==> src/rtl/paraleloserie_tx.sv <==
// Parallel-to-serial lane transmitter: COM preamble after reset, then MSB-first bytes with idle fill.
// Optional build macro PARALELOSERIE_IDLE_COM_EN sends K_COM instead of K_IDL as the idle filler.
module paraleloserie_tx #(
  parameter int unsigned COM_COUNT = 4,
  parameter logic [7:0]  K_COM     = 8'hBC,
  parameter logic [7:0]  K_IDL     = 8'h7C
) (
  input  logic       clk32f,
  input  logic       reset,
  input  logic [7:0] in,
  input  logic       valid_in,
  output logic       out,
  output logic       ready,
  output logic       tx_active
);

  typedef enum logic {ST_SYNC = 1'b0, ST_ACTIVE = 1'b1} state_t;

  localparam logic [3:0] LAST_COM = 4'(COM_COUNT - 1);

  state_t     state_q, state_d;
  logic [2:0] bitcnt_q, bitcnt_d;
  logic [3:0] synccnt_q, synccnt_d;
  logic [7:0] shift_q, shift_d;
  logic       out_q, out_d;
  logic       tx_active_q, tx_active_d;
  logic       load_s;
  logic       last_com_s;
  logic       ready_s;
  logic [7:0] sel_s;
  logic [7:0] filler_s;

  assign load_s     = (bitcnt_q == 3'd0);
  assign last_com_s = (synccnt_q == LAST_COM);

`ifdef PARALELOSERIE_IDLE_COM_EN
  assign filler_s = K_COM;
`else
  assign filler_s = K_IDL;
`endif

  always_ff @(posedge clk32f) begin
    if (!reset) begin
      state_q <= ST_SYNC;
    end else begin
      state_q <= state_d;
    end
  end

  always_comb begin
    state_d = state_q;
    case (state_q)
      ST_SYNC: begin
        if (load_s && last_com_s) begin
          state_d = ST_ACTIVE;
        end else begin
          state_d = ST_SYNC;
        end
      end
      ST_ACTIVE: state_d = ST_ACTIVE;
      default:   state_d = ST_SYNC;
    endcase
  end

  // Byte selection and handshake are decoded from registered state only.
  always_comb begin
    ready_s = 1'b0;
    sel_s   = K_COM;
    case (state_q)
      ST_SYNC: begin
        ready_s = 1'b0;
        sel_s   = K_COM;
      end
      ST_ACTIVE: begin
        ready_s = load_s;
        if (valid_in) begin
          sel_s = in;
        end else begin
          sel_s = filler_s;
        end
      end
      default: begin
        ready_s = 1'b0;
        sel_s   = K_COM;
      end
    endcase
  end

  always_comb begin
    bitcnt_d    = bitcnt_q + 3'd1;
    synccnt_d   = synccnt_q;
    tx_active_d = tx_active_q;
    if (load_s) begin
      out_d   = sel_s[7];
      shift_d = {sel_s[6:0], 1'b0};
      if (state_q == ST_SYNC) begin
        synccnt_d = synccnt_q + 4'd1;
        if (last_com_s) begin
          tx_active_d = 1'b1;
        end else begin
          tx_active_d = tx_active_q;
        end
      end else begin
        synccnt_d = synccnt_q;
      end
    end else begin
      out_d   = shift_q[7];
      shift_d = {shift_q[6:0], 1'b0};
    end
  end

  // A reset edge discards any partial byte; the first edge after release is always a load edge.
  always_ff @(posedge clk32f) begin
    if (!reset) begin
      bitcnt_q    <= 3'd0;
      synccnt_q   <= 4'd0;
      shift_q     <= 8'd0;
      out_q       <= 1'b0;
      tx_active_q <= 1'b0;
    end else begin
      bitcnt_q    <= bitcnt_d;
      synccnt_q   <= synccnt_d;
      shift_q     <= shift_d;
      out_q       <= out_d;
      tx_active_q <= tx_active_d;
    end
  end

  assign out       = out_q;
  assign ready     = ready_s;
  assign tx_active = tx_active_q;

endmodule

==> config.mk <==
export PLATFORM = sky130hd
export DESIGN_NAME = paraleloserie_tx
export DESIGN_NICKNAME = d
export VERILOG_FILES = /design/src/rtl/paraleloserie_tx.sv
export SDC_FILE = /design/constraint.sdc
export NUM_CORES = 1
export LEC_CHECK = 0
export CORE_AREA = 3 3 46 48
export DETAILED_ROUTE_END_ITERATION = 7
export DIE_AREA = 0 0 49 51
export PLACE_DENSITY_LB_ADDON = 0.1
export SLEW_MARGIN = 30
export SYNTH_ARGS = -nofsm -noshare
export SYNTH_HDL_FRONTEND = slang
export SYNTH_SLANG_ARGS = --single-unit
==> constraint.sdc <==
create_clock -name clk32f -period 3 [get_ports clk32f]
set_input_delay 0.3 -clock clk32f [delete_from_list [all_inputs] [get_ports clk32f]]
set_output_delay 0.3 -clock clk32f [all_outputs]
set_load 0.005 [all_outputs]
==> flow_summary.yaml, run 1 <==
cells_and_area:
  multi_input_area_um2: 332
  syn_to_final_growth_pct: 25.7
  fin_util: 0.501
  layout-drive-gt1-share: 0.120
  stdcell_count: 108
  regArea_um2: 340
  nNetsFinal: 98
  diodes: 0
  fill_cells: 191
placed_design:
  io_buffers: 13
  gp_congestion: 0.688
  place.detailed.hpwl_um: 873
  placed_cells: 104
floorplanning:
  initial_utilization: 0.399
  dieArea_mm2: 0.00250
  core_mm2: 0.00175
  ios: 14
  die_w_um: 49
  die_y_um: 51
  fp-row-count: 15
synthesis:
  ys_ff_latch: 17
  synth_area_leader_cell: "dfxtp_1"
  yosys.cell_types.count: 22
  synth_top_area_share: 0.489
  syn_nets: 82
  synth_top_family_by_area: "simple AND/OR/NAND/NOR gates"
  synth_edf_count: 0
  synth_simple_gate_area_frac: 0.228
  synthXorXnorAreaFrac: 0.0252
  synthesis.instances: 68
  synth_fa_ha_area_frac: 0.0540
  async_flop_share: 0
  synthTopCellsByArea: "dfxtp_1 49%, o221a_2 6.5%, ha_1 5.4%"
  muxShareOfSynthArea: 0.0288
  ys_seq_area_frac: 0.489
  ys_top_cells_by_count: "17 x dfxtp_1, 7 x nand2_1"
  ys_warn_count: 0
  synth.most_common_cell: "dfxtp_1"
  dominantRegCellSynth: "dfxtp_1"
  syn_area_per_cell_um2: 10.2
  synthesis.area_um2: 696
  synth-compound-area-share: 0.140
sta:
  period_needed_ns: 2.10
  tns_ns: 0
  fin_skew_ns: 0.000880
  maxSlewHeadroom: 0.624
  rsz0062_at_grt: "false"
  period_share: 0.700
  setup_viol: 0
  max_freq_ghz: 0.476
  hold_viol: 0
  slew_violations: 0
  worst_pin_slew_ns: 0.562
drt:
  num_vias: 508
  wl_per_cell_um: 11.1
  wirelength_um: 1200
  vias_per_cell: 4.70
  route.detailed.drc: 0
  drtIter0Drc: 4
  ant_nets: 0
  dr.pass1.iters: 4
pwr:
  max-vdd-ir-drop_v: 0.000282
  power_uw: 450
  power_density_mw_per_mm2: 515
  p_leak_nw: 0.351
global_routing:
  antenna_found_initial: 0
  grt_max_degree: 20
  overflow: 0
  grt_pass1_wl_um: 2120
  grt_pass1_vias: 496
  grt_usage: 0.111
clock_network:
  post_cts_buffers: 0
  h-tree-depth: 1
  clock-root-buffer: "clkbuf_4"
  cts_buffer_depth: 2
  cts_resized: 0
  cts_tree: "done"
  path_clk_slew_ns: 0.09
  clock_sinks: 17
  cts_buffers: 3
  clock_latency_ns: 0.29
  ctsHoldBuffers: 0
job:
  maxCapViolCount: 0
critical_path:
  crit_path_end_kind: "output port"
  cp.arrival_ns: 1.80
  required_ns: 2.70
  rr_worst_depth: 6
  path_class: "reg -> out"
  critPathLaunchType: "flop"
  cp_max_fo: 10
min_path:
  hp-class: "reg -> reg"
  min_path_cells: 1
outcome:
  status: "completed"
routing by layer:
metal / vias up / track usage / routed length [um]
met4: 0 / 0.0427 / 9
met2: 9 / 0.179 / 560
met3: 2 / 0.0554 / 62
met5: - / 0 / 0
li1: 264 / - / -
met1: 233 / 0.126 / 568
metrics by stage:
| stage | setup WS (ns) | area [um^2] | hold slack, ns |
|---|---|---|---|
| final | 0.900 | 875 | 0.452 |
| after global routing | 0.773 | 875 | 0.486 |
| after CTS | 0.870 | 875 | 0.458 |
| after detailed placement | 1.20 | 848 | 0.444 |
| after global placement | 1.23 | 848 | 0.432 |
| after floorplan | 1.69 | 696 | 0.420 |
sequential cells by signal, summed over array words and instances, names as in the netlist:
| register | flops |
|---|---|
| state_q | 1 |
| tx_active | 1 |
| shift_q | 7 |
| synccnt_q | 4 |
| out | 1 |
| bitcnt_q | 3 |
critical path, stage by stage (launching register included):
cell and delay (ns):
dfxtp_1 0.36, inv_1 0.05, ha_1 0.21, nor2b_1 0.13
buf_4 0.17, and2_1 0.15, clkdlybuf4s50_1 0.44
cell type report:
class	instances	area share
Tap cell	25	0.0358
Inverter	2	0.00858
Clock buffer	4	0.0300
Sequential cell	17	0.389
Multi-Input combinational cell	46	0.379
Timing Repair Buffer	14	0.157
power breakdown:
part           switching [mW]  internal (mW)  total [mW]  leakage (nW)
Clock                  0.0681         0.0517       0.120        0.0150
Combinational          0.0309         0.0439      0.0748         0.196
Sequential             0.0113          0.244       0.256         0.140
Total                   0.110          0.340       0.450         0.351
kinds of logic (layout without fill, tap and decap cells):
kind of cell	Yosys count	after routing
and+or+nand+nor	26	26
DFF	17	17
AOI/OAI and AO/OA	13	13
buffers and inverters	5	20
adders and majority gates	3	3
xor gates and xnor gates	2	2
muxes	2	2
cell usage in the layout, fill, tap and decap left out:
cell              n
nor3b_4           1
xor2_1            2
a21boi_0          3
nand2_1           7
clkbuf_1          1
and2_1            4
clkbuf_4          3
clkdlybuf4s50_1  13
nor2b_1           4
inv_1             2
nand3_1           1
ha_1              3
nand4_1           2
a21oi_1           4
o21ai_0           2
nor2_1            1
nand2b_1          4
buf_4             1
dfxtp_1          17
o221a_2           4
mux2i_1           2
nand3_2           1
nor3b_1           1
final timing paths:
check        slack, ns     endpoint         from
max               0.90        ready  bitcnt_q[0]
min               0.45  bitcnt_q[0]  bitcnt_q[0]
max reg2reg       1.61   shift_q[5]  bitcnt_q[0]
min reg2reg       0.45  bitcnt_q[0]  bitcnt_q[0]
No activity file was read; power rests on OpenSTA's default activity.
==> run 2: changes to the inputs <==
==> constraint.sdc (replaced) <==
create_clock -name clk32f -period 1.9 [get_ports clk32f]
set_input_delay 0.19 -clock clk32f [delete_from_list [all_inputs] [get_ports clk32f]]
set_output_delay 0.19 -clock clk32f [all_outputs]
set_load 0.005 [all_outputs]
==> run 2 against run 1 <==
Effect of this change:
- clock power is 58% higher
- power is 59% higher
- count of clock-buffer cells in the layout stayed put
- highest routed layer unchanged
- design area is 1.6% higher
- largest power group unchanged
- critical endpoint unchanged
- combinational power is 63% higher
==> flow_summary.yaml, run 2 (synthesis gave the netlist of run 1 again) <==
critical_path:
  r2r_end: "shift_q[4]"
  path_class: "reg -> out"
  path_depth: 5
  cp_num_buf_inv: 2
  crit_path_end_kind: "output port"
  cp_max_fo: 3
  rr_worst_depth: 6
  required_ns: 1.71
  cp_slowest_cell: "dfxtp_2"
  cp_cell_sequence: "inv_1 > ha_2 > nor2b_4 > and2_1 > dlymetal6s2s_1"
  r2r_setup_slack_ns: 0.50
  critPathMaxStageDelay_ns: 0.35
  regToRegStartpoint: "bitcnt_q[0]"
  critPathLaunchType: "flop"
  cp.arrival_ns: 1.29
  critPathTopFamily: "flip-flops"
pwr:
  p_int_uw: 540
  power_uw: 716
  p_switching_uw: 176
  p_leak_nw: 0.374
  max-vdd-ir-drop_v: 0.000418
  p_clk_frac: 0.265
  switching_share: 0.245
  p_seq_frac: 0.565
  combPwrFrac: 0.170
  power_density_mw_per_mm2: 806
global_routing:
  grt_pass1_vias: 468
  grt_max_degree: 20
  overflow: 0
  grt_usage: 0.112
  grt_pass1_wl_um: 2040
  antenna_found_initial: 0
drt:
  route.detailed.drc: 0
  num_vias: 514
  drtIter0Drc: 10
  wl_per_cell_um: 11.1
  ant_nets: 0
  dr.pass1.iters: 3
  wirelength_um: 1190
  vias_per_cell: 4.76
floorplanning:
  die_w_um: 49
  fp-row-count: 15
  die_y_um: 51
  core_mm2: 0.00175
  dieArea_mm2: 0.00250
  initial_utilization: 0.399
  ios: 14
cells_and_area:
  final_cell_mix: "16 x dfxtp_1, 12 x clkdlybuf4s50_1, 7 x nand2_1"
  diodes: 0
  nNetsFinal: 98
  largest-register: "shift_q"
  fin_util: 0.509
  layout_commonest_cell: "dfxtp_1"
  syn_to_final_growth_pct: 27.7
  stdcell_count: 108
  layout-drive-gt1-share: 0.157
  top_regs: "shift_q (7), synccnt_q (4), bitcnt_q (3)"
  largest_register_ffs: 7
clock_network:
  cts_buffers: 3
  cts_buffer_depth: 2
  path_clk_slew_ns: 0.09
  ctsHoldBuffers: 0
  clock_sinks: 17
  h-tree-depth: 1
  cts_tree: "done"
  clock_latency_ns: 0.29
  clock-root-buffer: "clkbuf_4"
sta:
  worst_pin_slew_ns: 0.568
  fin_skew_ns: 0.000695
  max_freq_ghz: 0.677
  setup_viol: 0
  slew_violations: 0
  period_needed_ns: 1.48
  rsz0062_at_grt: "false"
  maxSlewHeadroom: 0.620
  timing.hold.ws_ns: 0.422
  hold_viol: 0
  period_share: 0.777
  tns_ns: 0
placed_design:
  place.detailed.hpwl_um: 848
  gp_congestion: 0.714
  placed_cells: 104
  io_buffers: 13
min_path:
  min_path_cells: 3
  worstHoldEndpoint: "shift_q[1]"
  hp-class: "in -> reg"
  hp-start: "in[0]"
outcome:
  status: "completed"
job:
  maxCapViolCount: 0
[run 2: changes by cell type in the layout (fill, tap and decap cells not counted), sizes merged]
cell,previous run,this run
dlymetal6s2s,0,1
clkdlybuf4s50,13,12
[run 2: worst max-delay path by stage]
stage	end	from
after floorplan	shift_q[3]	bitcnt_q[0]
after global placement	ready	bitcnt_q[0]
after detailed placement	ready	bitcnt_q[0]
after CTS	ready	bitcnt_q[0]
after global routing	ready	bitcnt_q[0]
final	ready	bitcnt_q[0]
[run 2: cell type report]
class	instances	area [um^2]
fill	179	857
sequential	17	342
multi-input combinational	46	342
timing repair buffer	14	140
tap	25	31.3
clock buffer	4	26.3
inverter	2	7.51
[run 2: power groups by stage]
stage / registers (mW) / logic [mW] / clock network (mW)
CTS: 0.404 / 0.119 / 0.203
floorplan: 0.409 / 0.0773 / 0
global route: 0.409 / 0.136 / 0.222
finish: 0.405 / 0.122 / 0.190
global placement: 0.412 / 0.118 / 0
detailed placement: 0.412 / 0.119 / 0
[run 2: metal layers]
metal	part of all wire	wire, um	up-vias	global-route usage
li1	-	-	263	-
met1	0.44	525	239	0.118
met2	0.49	589	7	0.183
met3	0.048	57	5	0.0554
met4	0.018	22	0	0.0569
met5	0	0	-	0
[run 2: timing repair]
item                                    4_1_cts  5_1_grt
endpoints found under the setup margin        0        1
resized for setup                             0        5
hold endpoints to repair                      0        0
setup buffers                                 0        0
[run 2: through the flow]
step                      cell area [um^2]  worst slack (ns)
after floorplan                        696             0.632
after global placement                 848             0.389
after detailed placement               848             0.359
after CTS                              875            0.0246
after global routing                   888             0.336
final                                  888             0.424
[run 2: worst min-delay path, cell delays in order]
cell	delay, ns
clkdlybuf4s50_1	0.39
nand2_1	0.06
nor2_1	0.03
